$ cat config.mk
export PLATFORM = sky130hd
export DESIGN_NAME = spram512x32_req_ctrl_flat
export DESIGN_NICKNAME = d
export VERILOG_FILES = /design/src/rtl/spram512x32_req_ctrl_pkg.sv /design/src/rtl/spram512x32_req_ctrl_if.sv /design/src/rtl/spram512x32_req_ctrl_rsp_fifo.sv /design/src/rtl/spram512x32_req_ctrl.sv /design/src/flat_wrapper.sv
export SDC_FILE = /design/constraint.sdc
export NUM_CORES = 1
export LEC_CHECK = 0
export ABC_AREA = 1
export BUFFER_PORTS_ARGS = -buffer_cell sky130_fd_sc_hd__buf_2
export CAP_MARGIN = 10
export CORE_MARGIN = 2
export CORE_UTILIZATION = 52
export CTS_CLUSTER_SIZE = 16
export DETAILED_ROUTE_END_ITERATION = 6
export PLACE_DENSITY = 0.8
export SYNTH_ARGS = -nofsm -noshare
export SYNTH_HDL_FRONTEND = slang
export SYNTH_SLANG_ARGS = --single-unit
$ cat constraint.sdc
create_clock -name clk -period 3.3 [get_ports clk]
set_input_delay 0.495 -clock clk [delete_from_list [all_inputs] [get_ports clk]]
set_output_delay 0.495 -clock clk [all_outputs]
set_load 0.005 [all_outputs]
$ cat src/rtl/spram512x32_req_ctrl_pkg.sv
`default_nettype none
// ============================================================================
// Module      : spram_ctrl_pkg
// Description : Shared types and sizes for the 512x32 SRAM request front-end.
// Revision    : 1.0 - initial release
// ============================================================================
package spram_ctrl_pkg;

    localparam int SPRAM_ADDR_W = 9;
    localparam int SPRAM_DATA_W = 32;
    localparam int SPRAM_BE_W   = 4;

    typedef enum logic [0:0] {
        ST_INIT = 1'b0,
        ST_RUN  = 1'b1
    } state_t;

    typedef struct packed {
        logic                    we;
        logic [SPRAM_ADDR_W-1:0] addr;
        logic [SPRAM_DATA_W-1:0] wdata;
        logic [SPRAM_BE_W-1:0]   be;
    } spram_req_t;

endpackage
`default_nettype wire

$ cat src/rtl/spram512x32_req_ctrl_if.sv
`default_nettype none
// ============================================================================
// Module      : spram512x32_req_ctrl_if
// Description : Request/response handshake bundle between a client and the
//               SRAM request controller.
// Revision    : 1.0 - initial release
// ============================================================================
interface spram512x32_req_ctrl_if
    import spram_ctrl_pkg::*;
#(
    parameter int ADDR_W = SPRAM_ADDR_W,
    parameter int DATA_W = SPRAM_DATA_W
);
    logic                  req_valid;
    logic                  req_ready;
    logic                  req_we;
    logic [ADDR_W-1:0]     req_addr;
    logic [DATA_W-1:0]     req_wdata;
    logic [DATA_W/8-1:0]   req_be;
    logic                  rsp_valid;
    logic                  rsp_ready;
    logic [DATA_W-1:0]     rsp_rdata;

    modport master (
        output req_valid, req_we, req_addr, req_wdata, req_be, rsp_ready,
        input  req_ready, rsp_valid, rsp_rdata
    );

    modport slave (
        input  req_valid, req_we, req_addr, req_wdata, req_be, rsp_ready,
        output req_ready, rsp_valid, rsp_rdata
    );
endinterface
`default_nettype wire

$ cat src/rtl/spram512x32_req_ctrl_rsp_fifo.sv
`default_nettype none
// ============================================================================
// Module      : spram_rsp_fifo
// Description : Synchronous response FIFO; head is presented combinationally.
// Revision    : 1.0 - initial release
// ============================================================================
module spram_rsp_fifo #(
    parameter int DATA_W = 32,
    parameter int DEPTH  = 4
) (
    input  logic                       clk,
    input  logic                       rst,
    input  logic                       push,
    input  logic [DATA_W-1:0]          push_data,
    input  logic                       pop,
    output logic [DATA_W-1:0]          pop_data,
    output logic                       full,
    output logic                       empty,
    output logic [$clog2(DEPTH+1)-1:0] count
);
    localparam int PTR_W = $clog2(DEPTH);
    localparam int CNT_W = $clog2(DEPTH + 1);
    localparam logic [PTR_W-1:0] c_PTR_LAST = PTR_W'(DEPTH - 1);
    localparam logic [CNT_W-1:0] c_FULL_CNT = CNT_W'(DEPTH);

    logic [DATA_W-1:0] r_mem [DEPTH];
    logic [PTR_W-1:0]  r_wr_ptr;
    logic [PTR_W-1:0]  r_rd_ptr;
    logic [CNT_W-1:0]  r_cnt;
    logic              w_do_push;
    logic              w_do_pop;

    function automatic logic [PTR_W-1:0] ptr_inc(input logic [PTR_W-1:0] p);
        return (p == c_PTR_LAST) ? '0 : p + PTR_W'(1);
    endfunction

    assign empty     = (r_cnt == '0);
    assign full      = (r_cnt == c_FULL_CNT);
    assign count     = r_cnt;
    assign pop_data  = r_mem[r_rd_ptr];
    assign w_do_pop  = pop & ~empty;
    // A pop frees the slot in the same cycle, so push on full is legal then.
    assign w_do_push = push & (~full | w_do_pop);

    always_ff @(posedge clk) begin
        if (rst) begin
            r_wr_ptr <= '0;
            r_rd_ptr <= '0;
            r_cnt    <= '0;
        end else begin
            if (w_do_push) r_wr_ptr <= ptr_inc(r_wr_ptr);
            if (w_do_pop)  r_rd_ptr <= ptr_inc(r_rd_ptr);
            case ({w_do_push, w_do_pop})
                2'b10:   r_cnt <= r_cnt + CNT_W'(1);
                2'b01:   r_cnt <= r_cnt - CNT_W'(1);
                default: r_cnt <= r_cnt;
            endcase
        end
    end

    always_ff @(posedge clk) begin
        if (w_do_push) r_mem[r_wr_ptr] <= push_data;
    end
endmodule
`default_nettype wire

$ cat src/rtl/spram512x32_req_ctrl.sv
`default_nettype none
// ============================================================================
// Module      : spram512x32_req_ctrl
// Description : Valid/ready request front-end for a 512x32 byte-enable SRAM,
//               with optional post-reset zero-fill and buffered read data.
// Revision    : 1.0 - initial release
// ============================================================================
module spram512x32_req_ctrl
    import spram_ctrl_pkg::*;
#(
    parameter int ADDR_W    = SPRAM_ADDR_W,
    parameter int DATA_W    = SPRAM_DATA_W,
    parameter int RSP_DEPTH = 4,
    parameter bit INIT_ZERO = 1'b1
) (
    input  logic                    clk,
    input  logic                    rst,
    spram512x32_req_ctrl_if.slave   bus,
    output logic                    init_done,
    output logic                    mem_ceb,
    output logic                    mem_web,
    output logic [ADDR_W-1:0]       mem_a,
    output logic [DATA_W-1:0]       mem_d,
    output logic [DATA_W/8-1:0]     mem_be,
    input  logic [DATA_W-1:0]       mem_q
);
    localparam int c_BE_W  = DATA_W / 8;
    localparam int c_CNT_W = $clog2(RSP_DEPTH + 1);
    localparam logic [ADDR_W-1:0] c_ADDR_LAST = '1;
    localparam logic [c_CNT_W:0]  c_CREDITS   = (c_CNT_W + 1)'(RSP_DEPTH);

    state_t              r_state;
    logic [ADDR_W-1:0]   r_init_cnt;
    logic                r_rd_pend;
    logic                r_init_done;
    logic [ADDR_W-1:0]   r_hold_a;
    logic [DATA_W-1:0]   r_hold_d;
    logic [c_BE_W-1:0]   r_hold_be;

    logic                w_fifo_full;
    logic                w_fifo_empty;
    logic [c_CNT_W-1:0]  w_fifo_cnt;
    logic [c_CNT_W:0]    w_outstanding;
    logic                w_run;
    logic                w_init_wr;
    logic                w_accept;
    logic                w_pop;

    // Credit counts the read in flight plus buffered entries; same-cycle pops
    // are deliberately ignored to keep ready off the pop path.
    assign w_outstanding = {1'b0, w_fifo_cnt} + {{c_CNT_W{1'b0}}, r_rd_pend};
    assign w_run         = ~rst & (r_state == ST_RUN);
    assign w_init_wr     = ~rst & (r_state == ST_INIT);
    assign bus.req_ready = w_run & ~w_fifo_full & (w_outstanding < c_CREDITS);
    assign w_accept      = bus.req_valid & bus.req_ready;
    assign bus.rsp_valid = ~rst & ~w_fifo_empty;
    assign w_pop         = bus.rsp_valid & bus.rsp_ready;
    assign init_done     = r_init_done;

    always_comb begin
        mem_ceb = 1'b1;
        mem_web = 1'b1;
        mem_a   = r_hold_a;
        mem_d   = r_hold_d;
        mem_be  = r_hold_be;
        if (w_init_wr) begin
            mem_ceb = 1'b0;
            mem_web = 1'b0;
            mem_a   = r_init_cnt;
            mem_d   = '0;
            mem_be  = '1;
        end else if (w_accept) begin
            mem_ceb = 1'b0;
            mem_web = ~bus.req_we;
            mem_a   = bus.req_addr;
            mem_d   = bus.req_wdata;
            mem_be  = bus.req_we ? bus.req_be : '1;
        end
    end

    always_ff @(posedge clk) begin
        if (rst) begin
            r_state     <= INIT_ZERO ? ST_INIT : ST_RUN;
            r_init_cnt  <= '0;
            r_rd_pend   <= 1'b0;
            r_init_done <= ~INIT_ZERO;
        end else begin
            r_rd_pend <= w_accept & ~bus.req_we;
            case (r_state)
                ST_INIT: begin
                    r_init_cnt <= r_init_cnt + ADDR_W'(1);
                    if (r_init_cnt == c_ADDR_LAST) begin
                        r_state     <= ST_RUN;
                        r_init_done <= 1'b1;
                    end
                end
                default: r_state <= ST_RUN;
            endcase
        end
    end

    // Address/data/byte-enable keep their last driven value while idle.
    always_ff @(posedge clk) begin
        if (rst) begin
            r_hold_a  <= '0;
            r_hold_d  <= '0;
            r_hold_be <= '0;
        end else if (!mem_ceb) begin
            r_hold_a  <= mem_a;
            r_hold_d  <= mem_d;
            r_hold_be <= mem_be;
        end
    end

    spram_rsp_fifo #(
        .DATA_W (DATA_W),
        .DEPTH  (RSP_DEPTH)
    ) u_rsp_fifo (
        .clk       (clk),
        .rst       (rst),
        .push      (r_rd_pend),
        .push_data (mem_q),
        .pop       (w_pop),
        .pop_data  (bus.rsp_rdata),
        .full      (w_fifo_full),
        .empty     (w_fifo_empty),
        .count     (w_fifo_cnt)
    );
endmodule
`default_nettype wire
$ cat src/flat_wrapper.sv
// flat-port wrapper written by rule: the top's interface ports become plain ports
module spram512x32_req_ctrl_flat import spram_ctrl_pkg::*;
#(
    parameter int ADDR_W    = SPRAM_ADDR_W,
    parameter int DATA_W    = SPRAM_DATA_W,
    parameter int RSP_DEPTH = 4,
    parameter bit INIT_ZERO = 1'b1
)
  (clk, rst, init_done, mem_ceb, mem_web, mem_a, mem_d, mem_be, mem_q, bus_req_valid, bus_req_we, bus_req_addr, bus_req_wdata, bus_req_be, bus_rsp_ready, bus_req_ready, bus_rsp_valid, bus_rsp_rdata);
  spram512x32_req_ctrl_if #(.ADDR_W(ADDR_W), .DATA_W(DATA_W)) bus_i ();
  input  logic clk;
  input  logic rst;
  output logic init_done;
  output logic mem_ceb;
  output logic mem_web;
  output logic [ADDR_W-1:0] mem_a;
  output logic [DATA_W-1:0] mem_d;
  output logic [DATA_W/8-1:0] mem_be;
  input  logic [DATA_W-1:0] mem_q;
  input wire logic [$bits(bus_i.req_valid)-1:0] bus_req_valid;
  input wire logic [$bits(bus_i.req_we)-1:0] bus_req_we;
  input wire logic [$bits(bus_i.req_addr)-1:0] bus_req_addr;
  input wire logic [$bits(bus_i.req_wdata)-1:0] bus_req_wdata;
  input wire logic [$bits(bus_i.req_be)-1:0] bus_req_be;
  input wire logic [$bits(bus_i.rsp_ready)-1:0] bus_rsp_ready;
  output wire logic [$bits(bus_i.req_ready)-1:0] bus_req_ready;
  output wire logic [$bits(bus_i.rsp_valid)-1:0] bus_rsp_valid;
  output wire logic [$bits(bus_i.rsp_rdata)-1:0] bus_rsp_rdata;
  assign bus_i.req_valid = bus_req_valid;
  assign bus_i.req_we = bus_req_we;
  assign bus_i.req_addr = bus_req_addr;
  assign bus_i.req_wdata = bus_req_wdata;
  assign bus_i.req_be = bus_req_be;
  assign bus_i.rsp_ready = bus_rsp_ready;
  assign bus_req_ready = bus_i.req_ready;
  assign bus_rsp_valid = bus_i.rsp_valid;
  assign bus_rsp_rdata = bus_i.rsp_rdata;
  spram512x32_req_ctrl #(.ADDR_W(ADDR_W), .DATA_W(DATA_W), .RSP_DEPTH(RSP_DEPTH), .INIT_ZERO(INIT_ZERO)) u_core (.clk(clk), .rst(rst), .bus(bus_i), .init_done(init_done), .mem_ceb(mem_ceb), .mem_web(mem_web), .mem_a(mem_a), .mem_d(mem_d), .mem_be(mem_be), .mem_q(mem_q));
endmodule
==> results of run 1 <==
-- critical path, stage by stage, from the launching register on --
cell,delay (ns)
dfxtp_1,0.38
nor2_1,0.64
inv_2,0.33
buf_12,0.26
nand3_1,0.09
nand3_1,0.11
buf_2,0.16
-- layout by cell type, fill, tap and decap left out, drive strengths merged, types with 5 or more instances in the layout --
| cell type | netlist | layout |
|---|---|---|
| nor2 | 95 | 95 |
| dfxtp | 66 | 66 |
| o22ai | 32 | 32 |
| ha | 8 | 8 |
| nand4 | 11 | 11 |
| buf | 20 | 178 |
| inv | 35 | 38 |
| a21oi | 42 | 42 |
| clkinv | 1 | 6 |
| o21ai | 81 | 81 |
| edfxtp | 128 | 128 |
| nor3 | 5 | 5 |
| nand3 | 92 | 92 |
| nand2 | 70 | 70 |
| clkbuf | 27 | 17 |
-- logic make-up (layout without fill, tap and decap cells) --
family / after synthesis / count (layout) / share of synthesized area
AO/OA/AOI/OAI: 158 / 158 / 0.1114
buffers and inverters: 83 / 246 / 0.04865
flip-flops: 194 / 194 / 0.6606
AND/OR/NAND/NOR: 275 / 275 / 0.1640
adder cells (fa/ha/maj): 9 / 9 / 0.01536
-- cell type report --
type / count / area [sq um]
sequential: 194 / 5166
timing repair buffer: 178 / 965.9
inverter: 36 / 135.1
clock buffer: 17 / 425.4
tap: 184 / 230.2
clock inverter: 15 / 183.9
fill: 1156 / 5199
multi-input combinational: 442 / 2283
-- metal layers --
metal	vias up	GRT usage	wire (um)
li1	2842	-	-
met1	2725	0.2830	7401
met2	227	0.3426	7998
met3	19	0.05230	1231
met4	0	0.06399	238
met5	-	0	0
-- through the flow --
step / setup WS, ns / area, sq um / util
floorplan: 0.2504 / 7819 / -
global route: 0.2459 / 9390 / 0.6437
detailed placement: 0.6130 / 8781 / 0.6019
global placement: 0.6667 / 8781 / 0.6019
CTS: 0.3906 / 9390 / 0.6437
finish: 0.3921 / 9390 / 0.6437
-- path summary, 6_finish.rpt --
check / end / slack (ns) / cells after the start
worst max-delay path: mem_a[4] / 0.39 / 6
worst min-delay path: u_core.r_rd_pend / 0.24 / 2
worst max register to register: u_core.u_rsp_fifo.count[2] / 0.96 / 12
worst min register to register: u_core.init_done / 0.48 / 2
-- power groups by stage --
stage | Clock (W) | Combinational, W | Sequential [W]
finish | 0.00213 | 0.000137 | 0.00260
global placement | 0 | 0.000133 | 0.00265
floorplan | 0 | 0.0000516 | 0.00265
CTS | 0.00216 | 0.000137 | 0.00260
global route | 0.00226 | 0.000151 | 0.00260
detailed placement | 0 | 0.000136 | 0.00265
-- sequential cells by signal, summed over array words and instances (netlist names), named ones only --
signal / flops
u_core.u_rsp_fifo.r_mem: 128
u_core.r_hold_d: 32
u_core.r_hold_a: 9
u_core.r_init_cnt: 9
u_core.r_hold_be: 4
u_core.u_rsp_fifo.count: 3
u_core.u_rsp_fifo.r_rd_ptr: 2
u_core.u_rsp_fifo.r_wr_ptr: 2
u_core.init_done: 1
u_core.r_rd_pend: 1
u_core.r_state: 1
==> out/results.ini, run 1 <==
[pwr]
power_frac_seq=0.534
internal-power_w=0.003904
p_leak_nw=3.843
power_switching_w=0.0009619
pwr-share-clk=0.438
combPwrFrac=0.028
switching_share=0.1977
ir_drop_v=0.0003615
cellPowerDensity_nw_per_um2=518.1
power_w=0.004866

[synthesis]
yosysUniqueCellTypes=34
synthTopCellsByCount=128 x edfxtp_1, 94 x nor2_1, 83 x nand3_1, 79 x o21ai_0, 68 x nand2_1
synth_top_area_frac=0.4916
ys_seq_elements=194
netlist_instances=719
synth_area_per_cell_sq_um=10.87
synth_largest_area_cell=edfxtp_1
ys_top_cells_by_area=edfxtp_1 49%, dfxtp_1 17%, nand3_1 5.3%
synth.net_count=810
async_flop_share=0
synth_most_common_cell=edfxtp_1
synth_flop_cell=edfxtp_1
synthesis.area_sq_um=7819
ys_seq_area_frac=0.6606
ys.warnings.count=0
synth_edf_count=128

[setup_path]
crit_start=u_core.r_state
criticalPathCategory=reg -> out
arrival_ns=2.41
worstPathRequired_ns=2.80
reg2reg_from=u_core.u_rsp_fifo.count[2]
worstSetupEndpointType=output pin
path_max_fanout=33
critPathLaunchType=flip-flop

[placement]
io_buffers=163
dp_cells=1034
dp_hpwl_mm=10.55
place.gp.congestion=0.8094

[final_layout]
instances_no_fill=1066
final_layout_size_suffix_gt1_frac=0.2698
final_nets=960
antennaDiodeCount=0
syn2layout_area_growth_pct=20.10

[die]
die_x_um=126.6
dieArea_sq_um=16030
initial_utilization=0.5359
core_area_sq_um=14590
die_h_um=126.6
num_rows=44
io_pins=164

[worst_hold_path]
hp-start=bus_req_we
hold_class=in -> reg

[timing]
whs_ns=0.2419
fin_setup_tns_ns=0
worst_clock_skew_ns=0.009486
slew_violations=0
worst_pin_slew_ns=0.7856
fin_crit_ns=2.908
relSlewSlack=0.4744
finalSetupViolations=0
rsz0062_at_grt=false
max_freq_mhz=343.9
min_period_over_period=0.8812
finalHoldViolCount=0

[clocking]
post_cts_resized=0
root_buffer=clkbuf_16
cts_made_buffers=17
clk_pin_slew_worst_paths_ns=0.07
cts_buffer_depth=2
clock_latency_ns=0.43
cts_hold_buf=0
clock-sinks=194
tritoncts=built
cts_max_level=4
cts_setup_buffers=0

[route]
drt-initial-drc-count=435
postRouteAntennaNets=0
wl_mm=16.87
vias_per_cell=5.453
drc=0
dr.pass1.iters=5
wl_per_cell_um=15.82
num_vias=5813

[run]
maxCapViolCount=0

[global_routing]
grt_max_degree=65
gr-total-overflow=0
grt_pass1_wl_mm=26.92
track_usage=0.2110
antenna_found_initial=0
grt_pass1_vias=5461

[status]
status=finished clean

Power figures use the tool's default switching activity.
==> run 2, diff against run 1 <==
--- a/config.mk
+++ b/config.mk
@@ -7,7 +7,7 @@
 export LEC_CHECK = 0
 export ABC_AREA = 1
 export BUFFER_PORTS_ARGS = -buffer_cell sky130_fd_sc_hd__buf_2
-export CAP_MARGIN = 10
+export CAP_MARGIN = 20
 export CORE_MARGIN = 2
 export CORE_UTILIZATION = 52
 export CTS_CLUSTER_SIZE = 16
@@ -15,4 +15,5 @@
 export PLACE_DENSITY = 0.8
 export SYNTH_ARGS = -nofsm -noshare
 export SYNTH_HDL_FRONTEND = slang
+export SYNTH_HIERARCHICAL = 1
 export SYNTH_SLANG_ARGS = --single-unit
==> out/results.ini, run 2 <==
[timing]
max_freq_mhz=333.3  ; -3.1%
slew_violations=0  ; unchanged
layout_setup_ws_ns=0.2995  ; -0.09257 ns
finalHoldViolCount=0  ; unchanged
worst_clock_skew_ns=0.01078  ; +0.001290 ns
fin_crit_ns=3.001  ; +0.09257 ns
finalSetupViolations=0  ; unchanged
min_period_over_period=0.9092  ; +0.02805
fin_setup_tns_ns=0  ; unchanged
rsz0062_at_grt=false
worst_pin_slew_ns=1.021  ; +0.2358 ns
relSlewSlack=0.3184  ; -0.1560

[pwr]
cellPowerDensity_nw_per_um2=511.4  ; -1.3%
p_leak_nw=3.940  ; +2.5%
ir_drop_v=0.0003148  ; -13%

[synthesis]
ys_top_cells_by_area=edfxtp_1 49%, dfxtp_1 17%, nor2_1 5.9%
synth.net_count=827  ; +2.1%
synth_largest_area_cell=edfxtp_1
synth_top_area_frac=0.4912  ; about the same
synth_most_common_cell=edfxtp_1
synth_edf_count=128  ; unchanged
ys_seq_elements=194  ; unchanged
synthTopCellsByCount=128 x edfxtp_1, 123 x nor2_1, 93 x nand2_1, 66 x dfxtp_1, 65 x o21ai_0
synth_flop_cell=edfxtp_1
synthesis.area_sq_um=7825  ; about the same
async_flop_share=0  ; unchanged
ys.warnings.count=6  ; +6
ys_seq_area_frac=0.6601  ; about the same
synth_area_per_cell_sq_um=10.62  ; -2.4%
netlist_instances=737  ; +2.5%
yosysUniqueCellTypes=35  ; +2.9%

[setup_path]
crit_start=u_core/u_rsp_fifo/count[1]
cp_cell_sequence=nor2_4 -> nand2_2 -> inv_2 -> inv_1 -> nand2_1 -> nor2_4 -> nand3_4 -> clkinv_2 -> buf_4 -> nand2_1 -> nor2_1 -> nor2_1 -> buf_2
cp_slowest_cell=dfxtp_1
max_stage_delay_ns=0.41  ; -0.23 ns
critPathLaunchType=flip-flop
criticalPathCategory=reg -> out
reg2reg_from=u_core/u_rsp_fifo/count[2]
worstSetupEndpointType=output pin
path_max_fanout=33  ; unchanged
arrival_ns=2.51  ; +0.10 ns
worstPathRequired_ns=2.80  ; about the same

[die]
num_rows=44  ; unchanged
die_x_um=126.7  ; about the same
io_pins=164  ; unchanged
core_area_sq_um=14640  ; +0.38%
die_h_um=126.7  ; about the same
initial_utilization=0.5343  ; -0.001588
dieArea_sq_um=16050  ; about the same

[final_layout]
final_nets=982  ; +2.3%
most-common-layout-cells=163 x buf_2, 128 x edfxtp_1, 119 x nor2_1, 93 x nand2_1
antennaDiodeCount=0  ; unchanged
syn2layout_area_growth_pct=20.37
reg_top3=u_core/u_rsp_fifo/r_mem (128), u_core/r_hold_d (32)
instances_no_fill=1089  ; +2.2%
largest_register=u_core/u_rsp_fifo/r_mem
final_layout_size_suffix_gt1_frac=0.2785  ; +0.008612
largest_reg_flops=128  ; unchanged
final_common_cell=buf_2

[worst_hold_path]
hold_class=in -> reg
hp-start=bus_req_we

[clocking]
post_cts_resized=0  ; unchanged
clock_latency_ns=0.42  ; about the same
clk_pin_slew_worst_paths_ns=0.07  ; about the same
root_buffer=clkbuf_16
cts_setup_buffers=0  ; unchanged
cts_max_level=4  ; unchanged
cts_hold_buf=0  ; unchanged
clock-sinks=194  ; unchanged
cts_made_buffers=17  ; unchanged
cts_buffer_depth=2  ; unchanged
tritoncts=built

[placement]
place.gp.congestion=0.8275  ; +2.2%
dp_slack_ns=0.5639  ; -0.04905 ns
io_buffers=163  ; unchanged
dp_cells=1057  ; +2.2%
dp_hpwl_mm=10.38  ; -1.6%

[global_routing]
grt_max_degree=65  ; unchanged
gr-total-overflow=0  ; unchanged
antenna_found_initial=0  ; unchanged
track_usage=0.2046  ; -0.006399
grt_pass1_wl_mm=25.96  ; -3.5%
grt_pass1_vias=5393  ; -1.2%

[route]
dr.pass1.iters=5  ; unchanged
wl_mm=16.45  ; -2.5%
met2WireLength_mm=8.053  ; +0.69%
top_layer_used=met4
dr_wl_met3_mm=1.059  ; -14%
num_vias=5743  ; -1.2%
wl_per_cell_um=15.11  ; -4.5%
drt-initial-drc-count=404  ; -7.1%
drc=0  ; unchanged
vias_per_cell=5.274  ; -3.3%
met1Wirelength_mm=7.133  ; -3.6%
postRouteAntennaNets=0  ; unchanged

[status]
status=finished clean

[run]
maxCapViolCount=0  ; unchanged

[run 2: cell count changes after synthesis, moves of 3 or more]
cell	previous run	this run
nor3_2	4	0
o21ai_0	79	65
nand3_1	83	41
nand3_2	8	2
inv_1	33	44
nor2_1	94	123
buf_1	2	5
a21oi_1	34	28
nand2_1	68	93
a21oi_2	8	12
o21ai_1	1	8
nand2_2	0	13
clkbuf_1	27	17
[run 2: through the flow]
stage                     total power, W    util  cell area, sq um  hold slack (ns)
after floorplan                 0.002693       -              7825           0.4371
after global placement          0.002773  0.6018              8813           0.4446
after detailed placement        0.002776  0.6018              8813           0.4647
after CTS                       0.004844  0.6432              9419           0.2307
after global routing            0.004952  0.6432              9419           0.2366
final                           0.004817  0.6432              9419           0.2491
[run 2: layout make-up]
cell class | instances | area, sq um
fillers | 1143 | 5225
flip-flops and latches | 194 | 5166
multi-input cells | 455 | 2311
repair buffers | 175 | 918.4
clock buffers | 17 | 425.4
well taps | 184 | 230.2
inverters | 49 | 187.7
clock inverters | 15 | 180.2
[run 2: cell families (layout without fill, tap and decap cells)]
logic type               after synthesis  count (layout)  share of synthesized area
adder cells (fa/ha/maj)                8               8                    0.01375
AO/OA/AOI/OAI                        150             150                     0.1094
flip-flops                           194             194                     0.6601
buffers and inverters                 88             256                    0.04845
XOR/XNOR                               2               2                   0.002239
AND/OR/NAND/NOR                      295             295                     0.1661
[run 2: worst paths after layout]
path	end	slack, ns	cells after the start
worst max-delay path	mem_be[2]	0.30	13
worst min-delay path	u_core/r_rd_pend	0.25	2
worst max register to register	u_core/u_rsp_fifo/r_mem[1][25]	1.01	10
worst min register to register	u_core/r_init_cnt[7]	0.48	2
[run 2: worst max-delay path: cells and delay by family (launching register included)]
kind,cells,cell delay [ns]
flops,1,0.41
simple gates,8,1.07
buf+inv,5,0.60
[run 2: metal layers]
layer,up-vias,global-route usage
met1,2672,0.2691
met4,0,0.05947
li1,2856,-
met5,-,0
met3,17,0.05146
met2,198,0.3402
[run 2: where the power goes]
group	switching, W	total (W)	leakage (nW)	internal (W)
clock network	0.000894	0.00209	0.281	0.00120
registers	0.00000547	0.00260	1.68	0.00259
logic	0.0000751	0.000127	1.98	0.0000514
